### config.mk
export PLATFORM = sky130hd
export DESIGN_NAME = fft_usb_packetizer
export DESIGN_NICKNAME = d
export VERILOG_FILES = /design/src/rtl/fmcw_usb_pkg.sv /design/src/rtl/usb_tx_fifo.sv /design/src/rtl/fft_usb_packetizer.sv
export SDC_FILE = /design/constraint.sdc
export NUM_CORES = 1
export LEC_CHECK = 0
export CORE_ASPECT_RATIO = 1.25
export CORE_MARGIN = 2
export CORE_UTILIZATION = 45
export CTS_CLUSTER_DIAMETER = 30
export DETAILED_ROUTE_END_ITERATION = 10
export PLACE_DENSITY_LB_ADDON = 0.15
export SLEW_MARGIN = 10
export SYNTH_ARGS = -nofsm -noshare
export SYNTH_HDL_FRONTEND = slang
export SYNTH_HIERARCHICAL = 1
export SYNTH_SLANG_ARGS = --single-unit
### constraint.sdc
create_clock -name clk_i -period 3 [get_ports clk_i]
set_input_delay 0.45 -clock clk_i [delete_from_list [all_inputs] [get_ports clk_i]]
set_output_delay 0.45 -clock clk_i [all_outputs]
set_load 0.05 [all_outputs]
### src/rtl/fmcw_usb_pkg.sv
// Shared constants, FSM encoding and checksum helper for the FT2232H packetizer.
// USB_TX_CHECKSUM_EN appends an XOR checksum byte to every packet.
package fmcw_usb_pkg;

  localparam logic [3:0] HDR_NIBBLE = 4'hF;
  localparam int         WORD_BITS  = 64;

`ifdef USB_TX_CHECKSUM_EN
  localparam int PKT_BYTES = 9;
`else
  localparam int PKT_BYTES = 8;
`endif

  typedef enum logic [1:0] {
    ST_IDLE  = 2'd0,
    ST_SEND  = 2'd1,
    ST_FLUSH = 2'd2
  } tx_state_e;

  function automatic logic [7:0] xor_bytes(input logic [WORD_BITS-1:0] word);
    logic [7:0] acc;
    acc = 8'h00;
    for (int i = 0; i < WORD_BITS / 8; i++) begin
      acc = acc ^ word[i*8 +: 8];
    end
    return acc;
  endfunction

endpackage

### src/rtl/usb_tx_fifo.sv
// Show-ahead synchronous FIFO with registered occupancy and registered full/empty flags.
module usb_tx_fifo #(
  parameter int WIDTH = 60,
  parameter int DEPTH = 16
) (
  input  logic             clk_i,
  input  logic             rst_i,
  input  logic             push_i,
  input  logic [WIDTH-1:0] wdata_i,
  input  logic             pop_i,
  output logic [WIDTH-1:0] rdata_o,
  output logic             full_o,
  output logic             empty_o
);

  localparam int AW = $clog2(DEPTH);
  localparam logic [AW:0]   CNT_ZERO = (AW+1)'(0);
  localparam logic [AW:0]   CNT_ONE  = (AW+1)'(1);
  localparam logic [AW:0]   CNT_FULL = (AW+1)'(DEPTH);
  localparam logic [AW-1:0] PTR_ZERO = AW'(0);
  localparam logic [AW-1:0] PTR_ONE  = AW'(1);

  if (DEPTH < 2 || (DEPTH & (DEPTH - 1)) != 0) begin : g_depth_check
    $error("usb_tx_fifo: DEPTH must be a power of two");
  end

  logic [WIDTH-1:0] mem_r [DEPTH];
  logic [AW-1:0]    wr_ptr_r;
  logic [AW-1:0]    rd_ptr_r;
  logic [AW:0]      count_r;
  logic [AW:0]      count_s;
  logic             full_r;
  logic             empty_r;

  // Next occupancy from this cycle's push/pop pair.
  always_comb begin
    count_s = count_r;
    case ({push_i, pop_i})
      2'b10:   count_s = count_r + CNT_ONE;
      2'b01:   count_s = count_r - CNT_ONE;
      default: count_s = count_r;
    endcase
  end

  // Pointers wrap naturally because DEPTH is a power of two.
  always_ff @(posedge clk_i or posedge rst_i) begin
    if (rst_i) begin
      wr_ptr_r <= PTR_ZERO;
      rd_ptr_r <= PTR_ZERO;
      count_r  <= CNT_ZERO;
      full_r   <= 1'b0;
      empty_r  <= 1'b1;
    end else begin
      if (push_i) wr_ptr_r <= wr_ptr_r + PTR_ONE;
      if (pop_i)  rd_ptr_r <= rd_ptr_r + PTR_ONE;
      count_r <= count_s;
      full_r  <= (count_s == CNT_FULL);
      empty_r <= (count_s == CNT_ZERO);
    end
  end

  // Storage array, contents are don't-care until written.
  always_ff @(posedge clk_i) begin
    if (push_i) mem_r[wr_ptr_r] <= wdata_i;
  end

  assign rdata_o = mem_r[rd_ptr_r];
  assign full_o  = full_r;
  assign empty_o = empty_r;

endmodule

### src/rtl/fft_usb_packetizer.sv
// Packs FFT bins into {F,ctr,re,im} byte packets for the FT2232H sync FIFO with TXE# flow control.
// Define USB_TX_CHECKSUM_EN to append an XOR checksum as a ninth byte.
module fft_usb_packetizer
  import fmcw_usb_pkg::*;
#(
  parameter int N_WIDTH        = 10,
  parameter int DATA_WIDTH     = 25,
  parameter int USB_DATA_WIDTH = 8,
  parameter int FIFO_DEPTH     = 16
) (
  input  logic                      clk_i,
  input  logic                      rst_i,
  input  logic                      s_valid_i,
  output logic                      s_ready_o,
  input  logic [N_WIDTH-1:0]        s_ctr_i,
  input  logic [DATA_WIDTH-1:0]     s_re_i,
  input  logic [DATA_WIDTH-1:0]     s_im_i,
  input  logic                      ft_txe_n_i,
  input  logic                      ft_suspend_n_i,
  output logic                      ft_wr_n_o,
  output logic [USB_DATA_WIDTH-1:0] ft_data_o,
  output logic                      ft_siwua_n_o
);

  localparam int ENTRY_W  = WORD_BITS - 4;
  localparam int PKT_BITS = PKT_BYTES * 8;
  localparam logic [3:0] IDX_ZERO = 4'd0;
  localparam logic [3:0] IDX_ONE  = 4'd1;
  localparam logic [3:0] LAST_IDX = 4'(PKT_BYTES - 1);

  if (4 + N_WIDTH + 2 * DATA_WIDTH != WORD_BITS || USB_DATA_WIDTH != 8) begin : g_width_check
    $error("fft_usb_packetizer: bin fields must pack into exactly 64 bits on an 8-bit bus");
  end

  logic [ENTRY_W-1:0]   fifo_rdata_s;
  logic                 fifo_full_s;
  logic                 fifo_empty_s;
  logic                 push_s;
  logic                 pop_s;
  logic                 advance_s;
  logic                 start_ok_s;
  logic                 byte_acc_s;
  logic                 last_byte_s;
  logic [WORD_BITS-1:0] word_s;
  logic [PKT_BITS-1:0]  pkt_s;
  tx_state_e            state_r;
  tx_state_e            state_s;
  logic [PKT_BITS-1:0]  shift_r;
  logic [3:0]           byte_idx_r;
  logic                 last_ctr_r;
  logic                 wr_n_r;
  logic                 wr_n_s;
  logic                 siwua_n_r;
  logic                 siwua_n_s;

  assign push_s = s_valid_i && !fifo_full_s;

  usb_tx_fifo #(
    .WIDTH (ENTRY_W),
    .DEPTH (FIFO_DEPTH)
  ) u_fifo (
    .clk_i   (clk_i),
    .rst_i   (rst_i),
    .push_i  (push_s),
    .wdata_i ({s_ctr_i, s_re_i, s_im_i}),
    .pop_i   (pop_s),
    .rdata_o (fifo_rdata_s),
    .full_o  (fifo_full_s),
    .empty_o (fifo_empty_s)
  );

  assign word_s = {HDR_NIBBLE, fifo_rdata_s};
`ifdef USB_TX_CHECKSUM_EN
  assign pkt_s = {word_s, xor_bytes(word_s)};
`else
  assign pkt_s = word_s;
`endif

  assign start_ok_s  = !fifo_empty_s && ft_suspend_n_i;
  assign byte_acc_s  = !wr_n_r && !ft_txe_n_i;
  assign last_byte_s = (byte_idx_r == LAST_IDX);

  // Next state and next registered strobes; TXE# only ever reaches flop inputs.
  always_comb begin
    state_s   = state_r;
    pop_s     = 1'b0;
    advance_s = 1'b0;
    wr_n_s    = wr_n_r;
    siwua_n_s = 1'b1;
    case (state_r)
      ST_IDLE: begin
        if (start_ok_s) begin
          pop_s   = 1'b1;
          wr_n_s  = 1'b0;
          state_s = ST_SEND;
        end else begin
          wr_n_s  = 1'b1;
        end
      end
      ST_SEND: begin
        wr_n_s = 1'b0;
        if (!byte_acc_s) begin
          advance_s = 1'b0;
        end else if (!last_byte_s) begin
          advance_s = 1'b1;
        end else if (last_ctr_r) begin
          wr_n_s    = 1'b1;
          siwua_n_s = 1'b0;
          state_s   = ST_FLUSH;
        end else if (start_ok_s) begin
          pop_s     = 1'b1;
        end else begin
          wr_n_s    = 1'b1;
          state_s   = ST_IDLE;
        end
      end
      // The flush cycle also makes the idle decision so a frame costs only one extra cycle.
      ST_FLUSH: begin
        if (start_ok_s) begin
          pop_s   = 1'b1;
          wr_n_s  = 1'b0;
          state_s = ST_SEND;
        end else begin
          wr_n_s  = 1'b1;
          state_s = ST_IDLE;
        end
      end
      default: begin
        wr_n_s  = 1'b1;
        state_s = ST_IDLE;
      end
    endcase
  end

  // State, packet shift register and output strobes.
  always_ff @(posedge clk_i or posedge rst_i) begin
    if (rst_i) begin
      state_r    <= ST_IDLE;
      shift_r    <= '0;
      byte_idx_r <= IDX_ZERO;
      last_ctr_r <= 1'b0;
      wr_n_r     <= 1'b1;
      siwua_n_r  <= 1'b1;
    end else begin
      state_r   <= state_s;
      wr_n_r    <= wr_n_s;
      siwua_n_r <= siwua_n_s;
      if (pop_s) begin
        shift_r    <= pkt_s;
        byte_idx_r <= IDX_ZERO;
        last_ctr_r <= (fifo_rdata_s[ENTRY_W-1 -: N_WIDTH] == {N_WIDTH{1'b1}});
      end else if (advance_s) begin
        shift_r    <= {shift_r[PKT_BITS-9:0], 8'h00};
        byte_idx_r <= byte_idx_r + IDX_ONE;
      end else begin
        shift_r    <= shift_r;
        byte_idx_r <= byte_idx_r;
      end
    end
  end

  assign s_ready_o    = !fifo_full_s;
  assign ft_wr_n_o    = wr_n_r;
  assign ft_siwua_n_o = siwua_n_r;
  assign ft_data_o    = shift_r[PKT_BITS-1 -: USB_DATA_WIDTH];

endmodule

==> out/metrics.csv, run 1 <==
metric,value,unit
status,"complete, no violations",
finalSetupViolCount,0,
finalHoldViolCount,0,
gr-usage-all-layers,20.1,%
design_area,48700,um2
root_buffer,clkbuf_16,
drt_iter0_markers,1475,
rsz0062_at_grt,no,
relSlewSlack,51.4,%
synth-edff-count,960,
multiInputGateArea,8770,um2
dpl_cell_area,43300,um2
htreeDepth,4,
grt_max_degree,121,
nets,2052,
synthToLayoutAreaGrowth,20.6,%
drv_slew,0,
syn_nets,1830,
synth_xor_area_share,0.282,%
clock-sinks,1048,
die_w,272,um
synthesis.area,40400,um2
avgSynthCellArea,23.0,um2
synth_flop_cell,edfxtp_1,
dp_hpwl,48600,um
start_util,45.5,%
dieArea,92200,um2
num_vias,18600,
maxCapViolations,0,
dpl_worst_slack,-173,ps
synth_cell_types,47,
critPathSlowestCell,dfrtp_1,
max_stage_delay,400,ps
synth_compound_area_share,0.935,%
end_kind,flip-flop,
p_per_area,994,nW/um2
crit_fanout,4,
grt_pass1_wl,134000,um
first_pass_iters,5,
crit_top_cell,ha_2,
tightestPinTransition,728,ps
worst_setup_path_start_kind,flip-flop,
port_buffers,75,
ys_seq_area_share,76.8,%
cp.arrival,3450,ps
synth_cells,1756,
cts.clk_slew.worst_paths,50,ps
die_y,339,um
crit_type,flip-flop to flip-flop,
fin_crit_sh,93.9,%
ant_nets,0,
cts_buffer_depth,3,
required,3640,ps
synth_simple_gate_area_share,1.82,%
drt-wirelength-per-cell,27.5,um
fmax,0.355,GHz
p_leak,16.1,nW
cp_top_family,compound AO/OA/AOI/OAI gates,
ys_warn_count,6,
ys_async_sr_fraction,8.40,%
fin_ws,184,ps
clock_latency,730,ps
num_rows,122,
avgViaCountPerCell,5.67,
grt_antenna_before_repair,4,
ys_ff_latch,1048,
n_fill_cell,6536,
grt_pass1_vias,20000,
drive_gt1_share,32.4,%
numCtsBuffers,161,
hold_ws,138,ps
skew,19.8,ps
drt_wl_total,90400,um
setup_tns,0,ps
grt_overflow,0,
gp_congestion,0.753,
min_path_type,primary input to async pin,
regArea,31100,um2
synth-adder-area-share,0.279,%
muxShareOfSynthArea,18.2,%
path_cells,ha_2 > and3b_2 > a31oi_4 > inv_4 > ha_2 > xor2_1 > ha_2 > o21ai_0 > a221oi_1 > o211ai_1 > xnor2_1 > buf_4 > nor3_1,
fin_crit,2820,ps
cts_tree,yes,
coreArea,88700,um2
synth_top_family_by_area,multiplexers,
route.detailed.drc,0,
crit_buf_inv,2,
ios,76,
vdd_drop_max,0.00130,V
[cell type report]
class / instances / share of cell area [%]
Sequential cell: 1048 / 63.7
Antenna cell: 1 / 0.00514
Tap cell: 1178 / 3.03
Inverter: 8 / 0.0693
Clock inverter: 105 / 2.14
Timing Repair Buffer: 160 / 4.19
Multi-Input combinational cell: 599 / 18.0
Clock buffer: 186 / 8.85
[cells by family (layout without fill, tap and decap cells)]
logic type,Yosys count,count (layout)
DFF,1048,1048
muxes,360,360
and+or+nand+nor,148,148
buffers and inverters,109,459
AOI/OAI and AO/OA,69,69
xor gates and xnor gates,13,13
adders and majority gates,9,9
other,0,1
[cell usage after synthesis (all sizes together) (2+ instances only)]
cell type | instances | area share (%)
nand4 | 4 | 0.062
and3b | 2 | 0.043
a21oi | 5 | 0.062
dfrtp | 85 | 5.3
edfxtp | 960 | 71
nor2b | 3 | 0.046
inv | 8 | 0.074
ha | 9 | 0.28
buf | 63 | 1.2
mux4 | 300 | 17
and3 | 3 | 0.046
dfstp | 3 | 0.20
nand2 | 81 | 0.75
nand3 | 11 | 0.14
or2 | 3 | 0.046
o21ai | 55 | 0.68
nor3b | 7 | 0.14
mux2 | 2 | 0.056
nor2 | 6 | 0.056
clkbuf | 38 | 0.35
nor3 | 6 | 0.087
xnor2 | 7 | 0.15
xor2 | 6 | 0.13
and2 | 17 | 0.26
mux2i | 58 | 1.4
[stage by stage]
stage / utilization, % / std cells / total power, mW
6_report: 54.9 / 3285 / 48.4
5_1_grt: 54.9 / 3285 / 50.4
4_1_cts: 54.9 / 3281 / 49.1
3_5_place_dp: 48.9 / 2990 / 30.8
3_3_place_gp: 48.9 / 2990 / 30.6
2_1_floorplan: - / 1756 / 27.0
[registers in the layout (all words and copies together), names as in the netlist]
name	flops
u_fifo/empty_o	1
ft_siwua_n_o	1
u_fifo/full_o	1
u_fifo/count_r	5
ft_wr_n_o	1
u_fifo/mem_r	960
last_ctr_r	1
shift_r	64
u_fifo/wr_ptr_r	4
u_fifo/rd_ptr_r	4
byte_idx_r	4
state_r	2
[cell usage in the layout (no fill, tap or decap), types with 16 or more instances in the layout]
cell / instances
and2_4: 16
buf_12: 52
buf_4: 33
clkbuf_16: 169
clkdlybuf4s50_1: 75
clkinv_1: 16
clkinv_2: 24
clkinvlp_4: 20
dfrtp_1: 81
edfxtp_1: 960
inv_6: 17
mux2i_1: 58
mux4_2: 300
nand2_1: 80
o21ai_1: 52
[what timing repair did]
item                       in CTS  in global routing
hold buffers                    0                  0
setup endpoints to repair       0                  1
buffers inserted                0                  3
resized for setup               0                  3
[worst paths after layout]
check / slack (ps) / cells past startpoint / to / start
setup reg to reg: 180 / 13 / u_fifo/empty_o$_DFF_PP1_ / byte_idx_r[0]$_DFFE_PP0P_
min in group clk_i: 500 / 2 / shift_r[7]$_DFFE_PP0P_ / shift_r[7]$_DFFE_PP0P_
hold reg to reg: 500 / 2 / shift_r[7]$_DFFE_PP0P_ / shift_r[7]$_DFFE_PP0P_
hold / removal: 140 / 2 / last_ctr_r$_DFFE_PP0P_ / rst_i
max in group asynchronous: 2170 / 3 / shift_r[22]$_DFFE_PP0P_ / rst_i
setup / recovery: 180 / 13 / u_fifo/empty_o$_DFF_PP1_ / byte_idx_r[0]$_DFFE_PP0P_
[layer usage]
| layer | GRT usage, % | share of wire, % |
|---|---|---|
| met5 | 0 | 0.039 |
| met4 | 7.03 | 2.4 |
| met3 | 3.78 | 4.5 |
| met2 | 33.2 | 51 |
| met1 | 27.1 | 42 |
[report_power, final]
group	switching [mW]	internal, mW
Sequential	0.852	17.8
Combinational	5.83	5.77
Clock	6.60	11.6
Total	13.3	35.1
Power figures use the tool's default switching activity.
==> inputs of run 2 (changes only) <==
--- a/config.mk
+++ b/config.mk
@@ -10,7 +10,7 @@
 export CORE_UTILIZATION = 45
 export CTS_CLUSTER_DIAMETER = 30
 export DETAILED_ROUTE_END_ITERATION = 10
-export PLACE_DENSITY_LB_ADDON = 0.15
+export PLACE_DENSITY = 0.65
 export SLEW_MARGIN = 10
 export SYNTH_ARGS = -nofsm -noshare
 export SYNTH_HDL_FRONTEND = slang
==> run 2 against run 1 <==
Effect of this change: largest power group unchanged; flip-flop and latch count unchanged; non-clock buffer count decreased by 9; fmax is 2.0% higher; setup slack improved by 54 ps; clock skew increased by 2.1 ps; die area unchanged; hold slack improved by 19 ps; highest routed layer unchanged; sequential share of layout area increased by 0.51 points.
==> out/metrics.csv, run 2 (same netlist as run 1, synthesis figures left out) <==
metric,value,unit
drt-wirelength-per-cell,27.3,um
start_util,45.5,%
finalHoldViolCount,0,
largest_reg_flops,960,
design_area,48300,um2
ctsResizeCount,0,
cts_buffer_depth,3,
dpl_cell_area,43200,um2
drv_slew,0,
cp_top_family,compound AO/OA/AOI/OAI gates,
clock_latency,730,ps
crit_type,flip-flop to flip-flop,
mostFrequentLayoutCell,edfxtp_1,
cp.arrival,3400,ps
synthToLayoutAreaGrowth,19.7,%
critPathSlowestCell,dfrtp_1,
drt_iter0_markers,1550,
crit_buf_inv,1,
status,"complete, no violations",
htreeDepth,4,
p_leak,15.9,nW
clock-sinks,1048,
first_pass_iters,5,
worst_setup_path_start_kind,flip-flop,
grt_max_degree,121,
grt_pass1_vias,20000,
required,3640,ps
die_w,272,um
end_kind,flip-flop,
fin_crit,2760,ps
met3_length,5190,um
most-common-layout-cells,"edfxtp_1, mux4_2, clkbuf_16, dfrtp_1, nand2_1",
dr.max_layer_used,met5,
ant_nets,0,
ios,76,
num_rows,122,
met2_length,46600,um
n_fill_cell,6504,
drive_gt1_share,31.8,%
fin_ws,238,ps
num_antenna_cells,0,
wl_met1,35000,um
numCtsBuffers,144,
crit_top_cell,ha_1,
cts_tree,yes,
vdd_drop_max,0.000976,V
top_regs,"u_fifo/mem_r (960), shift_r (64), u_fifo/count_r (5)",
drt_wl_total,88800,um
coreArea,88700,um2
reg2reg_depth,12,
gp_congestion,0.768,
nets,2026,
dpl_worst_slack,-90.6,ps
rsz0062_at_grt,no,
grt_overflow,0,
gr-usage-all-layers,19.8,%
num_vias,18700,
relSlewSlack,52.6,%
min_path_type,primary input to async pin,
port_buffers,75,
regMostFlops,u_fifo/mem_r,
maxCapViolations,0,
dp_hpwl,48300,um
cp.depth,12,
p_per_area,984,nW/um2
avgViaCountPerCell,5.76,
route.detailed.drc,0,
fin_crit_sh,92.1,%
cts.clk_slew.worst_paths,60,ps
skew,21.9,ps
tightestPinTransition,711,ps
die_y,339,um
postCtsHoldBufs,0,
setup_tns,0,ps
grt_antenna_before_repair,4,
max_stage_delay,400,ps
path_cells,ha_1 > and3b_1 > a31oi_4 > inv_4 > ha_1 > xor2_1 > ha_2 > o21ai_0 > a221oi_1 > o211ai_1 > xnor2_2 > nor3b_1,
dieArea,92200,um2
postCtsSetupBuffers,0,
fmax,0.362,GHz
finalSetupViolCount,0,
crit_fanout,4,
root_buffer,clkbuf_16,
grt_pass1_wl,133000,um
==> run 2: path summary, 6_finish.rpt <==
path / startpoint / to / slack, ps
max reg2reg: byte_idx_r[0]$_DFFE_PP0P_ / u_fifo/full_o$_DFF_PP0_ / 240
max in group asynchronous: rst_i / ft_siwua_n_o$_DFF_PP1_ / 2050
min in group clk_i: shift_r[53]$_DFFE_PP0P_ / shift_r[61]$_DFFE_PP0P_ / 500
min reg2reg: shift_r[53]$_DFFE_PP0P_ / shift_r[61]$_DFFE_PP0P_ / 500
min: rst_i / shift_r[46]$_DFFE_PP0P_ / 160
max: byte_idx_r[0]$_DFFE_PP0P_ / u_fifo/full_o$_DFF_PP0_ / 240
==> run 2: power by group <==
part           switching (mW)  leakage [nW]  internal, mW
clock                    6.58          2.44          10.9
combinational            5.86          3.66          5.66
sequential              0.811          9.80          17.8
==> run 2: layout make-up <==
type	count	area [um2]	share of cell area, %
sequential	1048	31100	64.2
multi-input combinational	599	8770	18.1
clock buffer	164	3820	7.91
timing repair buffer	151	1920	3.98
tap	1178	1470	3.05
clock inverter	105	1260	2.60
inverter	8	33.8	0.0699
==> run 2: stage by stage <==
step | instances | hold WS (ps) | util [%] | power (mW)
floorplan | 1756 | 351 | - | 27.0
global placement | 2984 | 478 | 48.8 | 30.4
detailed placement | 2984 | 487 | 48.8 | 30.7
CTS | 3253 | 156 | 54.5 | 48.2
global route | 3253 | 209 | 54.5 | 49.4
finish | 3253 | 158 | 54.5 | 47.6
==> run 2: layer usage <==
| layer | global-route usage (%) | up-vias |
|---|---|---|
| met3 | 3.90 | 148 |
| met1 | 25.9 | 10200 |
| met4 | 6.30 | 8 |
| met2 | 33.5 | 611 |
| met5 | 0 | - |
| li1 | - | 7808 |
==> inputs of run 3 (changes only) <==
--- a/config.mk
+++ b/config.mk
@@ -6,7 +6,7 @@
 export NUM_CORES = 1
 export LEC_CHECK = 0
 export CORE_ASPECT_RATIO = 1.25
-export CORE_MARGIN = 2
+export CORE_MARGIN = 8
 export CORE_UTILIZATION = 45
 export CTS_CLUSTER_DIAMETER = 30
 export DETAILED_ROUTE_END_ITERATION = 10
==> run 3 against run 2 <==
Effect of this change: count of clock-buffer cells in the layout shrank 3; power fell by 1.1%; flip-flop and latch count stayed put; hold slack got worse by 17 ps; sequential power about the same; utilization fell by 0.52 points; die area is 8.1% higher; critical path depth up 1; global-route usage down 2.1 points; clock power decreased by 3%; combinational power hardly changed; critical endpoint unchanged; highest routed layer unchanged.
==> out/metrics.csv, run 3 (same netlist as run 1, synthesis figures left out) <==
metric,value,unit
status,"complete, no violations",
drt-wirelength-per-cell,26.9,um
ant_nets,0,
finalHoldViolCount,0,
fmax,0.352,GHz
postCtsHoldBufs,0,
route.detailed.drc,0,
grt_max_degree,121,
dp_hpwl,49800,um
coreArea,89400,um2
crit_type,flip-flop to flip-flop,
crit_fanout,4,
start_util,45.2,%
fin_crit,2840,ps
cts.clk_slew.worst_paths,50,ps
design_area,48300,um2
grt_pass1_wl,131000,um
drt_iter0_markers,1530,
cp_top_family,simple AND/OR/NAND/NOR gates,
grt_overflow,0,
clock_latency,710,ps
regMostFlops,u_fifo/mem_r,
end_kind,flip-flop,
gr-usage-all-layers,17.7,%
relSlewSlack,55.8,%
numCtsBuffers,140,
nets,2032,
die_y,351,um
grt_pass1_vias,19700,
crit_top_cell,ha_2,
drv_slew,0,
min_path_type,primary input to async pin,
worst_setup_path_start_kind,flip-flop,
drive_gt1_share,31.7,%
root_buffer,clkbuf_16,
clock-sinks,1048,
crit_buf_inv,2,
required,3620,ps
critPathSlowestCell,dfrtp_1,
synthToLayoutAreaGrowth,19.5,%
port_buffers,75,
htreeDepth,4,
ios,76,
path_cells,ha_2 > and3b_2 > a31oi_4 > inv_4 > ha_1 > xor2_1 > ha_2 > buf_4 > a21oi_2 > mux2i_1 > xnor2_1 > or2_1 > nor3b_2,
skew,26.7,ps
num_rows,123,
tightestPinTransition,662,ps
max_stage_delay,390,ps
top_regs,"u_fifo/mem_r (960), shift_r (64), u_fifo/count_r (5)",
finalSetupViolCount,0,
most-common-layout-cells,"edfxtp_1, mux4_2, clkbuf_16, dfrtp_1, nand2_1",
grt_antenna_before_repair,6,
avgViaCountPerCell,5.70,
drt_wl_total,87500,um
first_pass_iters,4,
die_w,284,um
cts_tree,yes,
utilization,54.0,%
gp_congestion,0.786,
dieArea,99700,um2
p_leak,15.8,nW
fin_crit_sh,94.6,%
cts_buffer_depth,3,
cp.arrival,3460,ps
setup_tns,0,ps
mostFrequentLayoutCell,edfxtp_1,
n_fill_cell,6541,
num_vias,18600,
maxCapViolations,0,
dpl_cell_area,43400,um2
vdd_drop_max,0.000728,V
largest_reg_flops,960,
p_per_area,975,nW/um2
==> run 3: changes by cell type in the layout (fill, tap and decap cells not counted), moves of 2 or more <==
cell,delta
inv_4,+2
inv_8,-2
clkinv_4,+3
buf_4,+4
inv_16,-2
clkinv_2,-4
buf_12,+6
clkinvlp_4,-3
diode_2,+4
inv_6,-5
bufinv_16,-3
==> run 3: stage by stage <==
step,cells,setup slack [ps],hold WS (ps),total power [mW]
final,3260,161,141,47.1
after floorplan,1756,-53.0,351,27.0
after global placement,3000,-179,484,30.6
after global routing,3256,-25.7,199,48.9
after detailed placement,3000,-118,485,30.8
after CTS,3253,163,162,47.6
==> run 3: final timing paths <==
| path | start | cells after the start | endpoint | slack [ps] |
|---|---|---|---|---|
| worst min-delay path | rst_i | 3 | state_r[1]$_DFFE_PP0P_ | 140 |
| worst min register to register | u_fifo/count_r[4]$_DFF_PP0_ | 1 | u_fifo/count_r[4]$_DFF_PP0_ | 490 |
| min in group clk_i | u_fifo/count_r[4]$_DFF_PP0_ | 1 | u_fifo/count_r[4]$_DFF_PP0_ | 490 |
| worst max-delay path | byte_idx_r[1]$_DFFE_PP0P_ | 13 | u_fifo/full_o$_DFF_PP0_ | 160 |
| max in group asynchronous | rst_i | 2 | u_fifo/rd_ptr_r[3]$_DFFE_PP0P_ | 2300 |
| worst max register to register | byte_idx_r[1]$_DFFE_PP0P_ | 13 | u_fifo/full_o$_DFF_PP0_ | 160 |
==> run 3: metal layers <==
metal	GRT usage, %	wire, um	up-vias
met1	22.5	34700	10000
li1	-	-	7811
met5	0	26	-
met3	3.66	5100	130
met2	30.8	46000	580
met4	5.13	1700	4
==> run 3: layout make-up <==
class	count	area, um2	area share (%)
repair buffers	161	2070	4.29
inverters	8	33.8	0.0700
clock buffers	161	3780	7.84
well taps	1187	1490	3.08
diodes	4	10.0	0.0207
flip-flops and latches	1048	31100	64.3
clock inverters	92	1060	2.20
multi-input cells	599	8770	18.2
==> run 3: timing repair <==
action / in CTS / in global routing
resized for setup: 0 / 3
setup buffers: 0 / 3
setup endpoints to repair: 0 / 2
==> run 3: worst min-delay path: stages <==
cell	delay [ps]
clkdlybuf4s50_1	440
clkinv_2	70
buf_12	300
==> run 3: where the power goes <==
part	leakage [nW]	internal (mW)	switching [mW]
combinational	3.72	5.79	5.86
clock	2.32	10.4	6.36
sequential	9.80	17.8	0.840
total	15.8	34.0	13.1
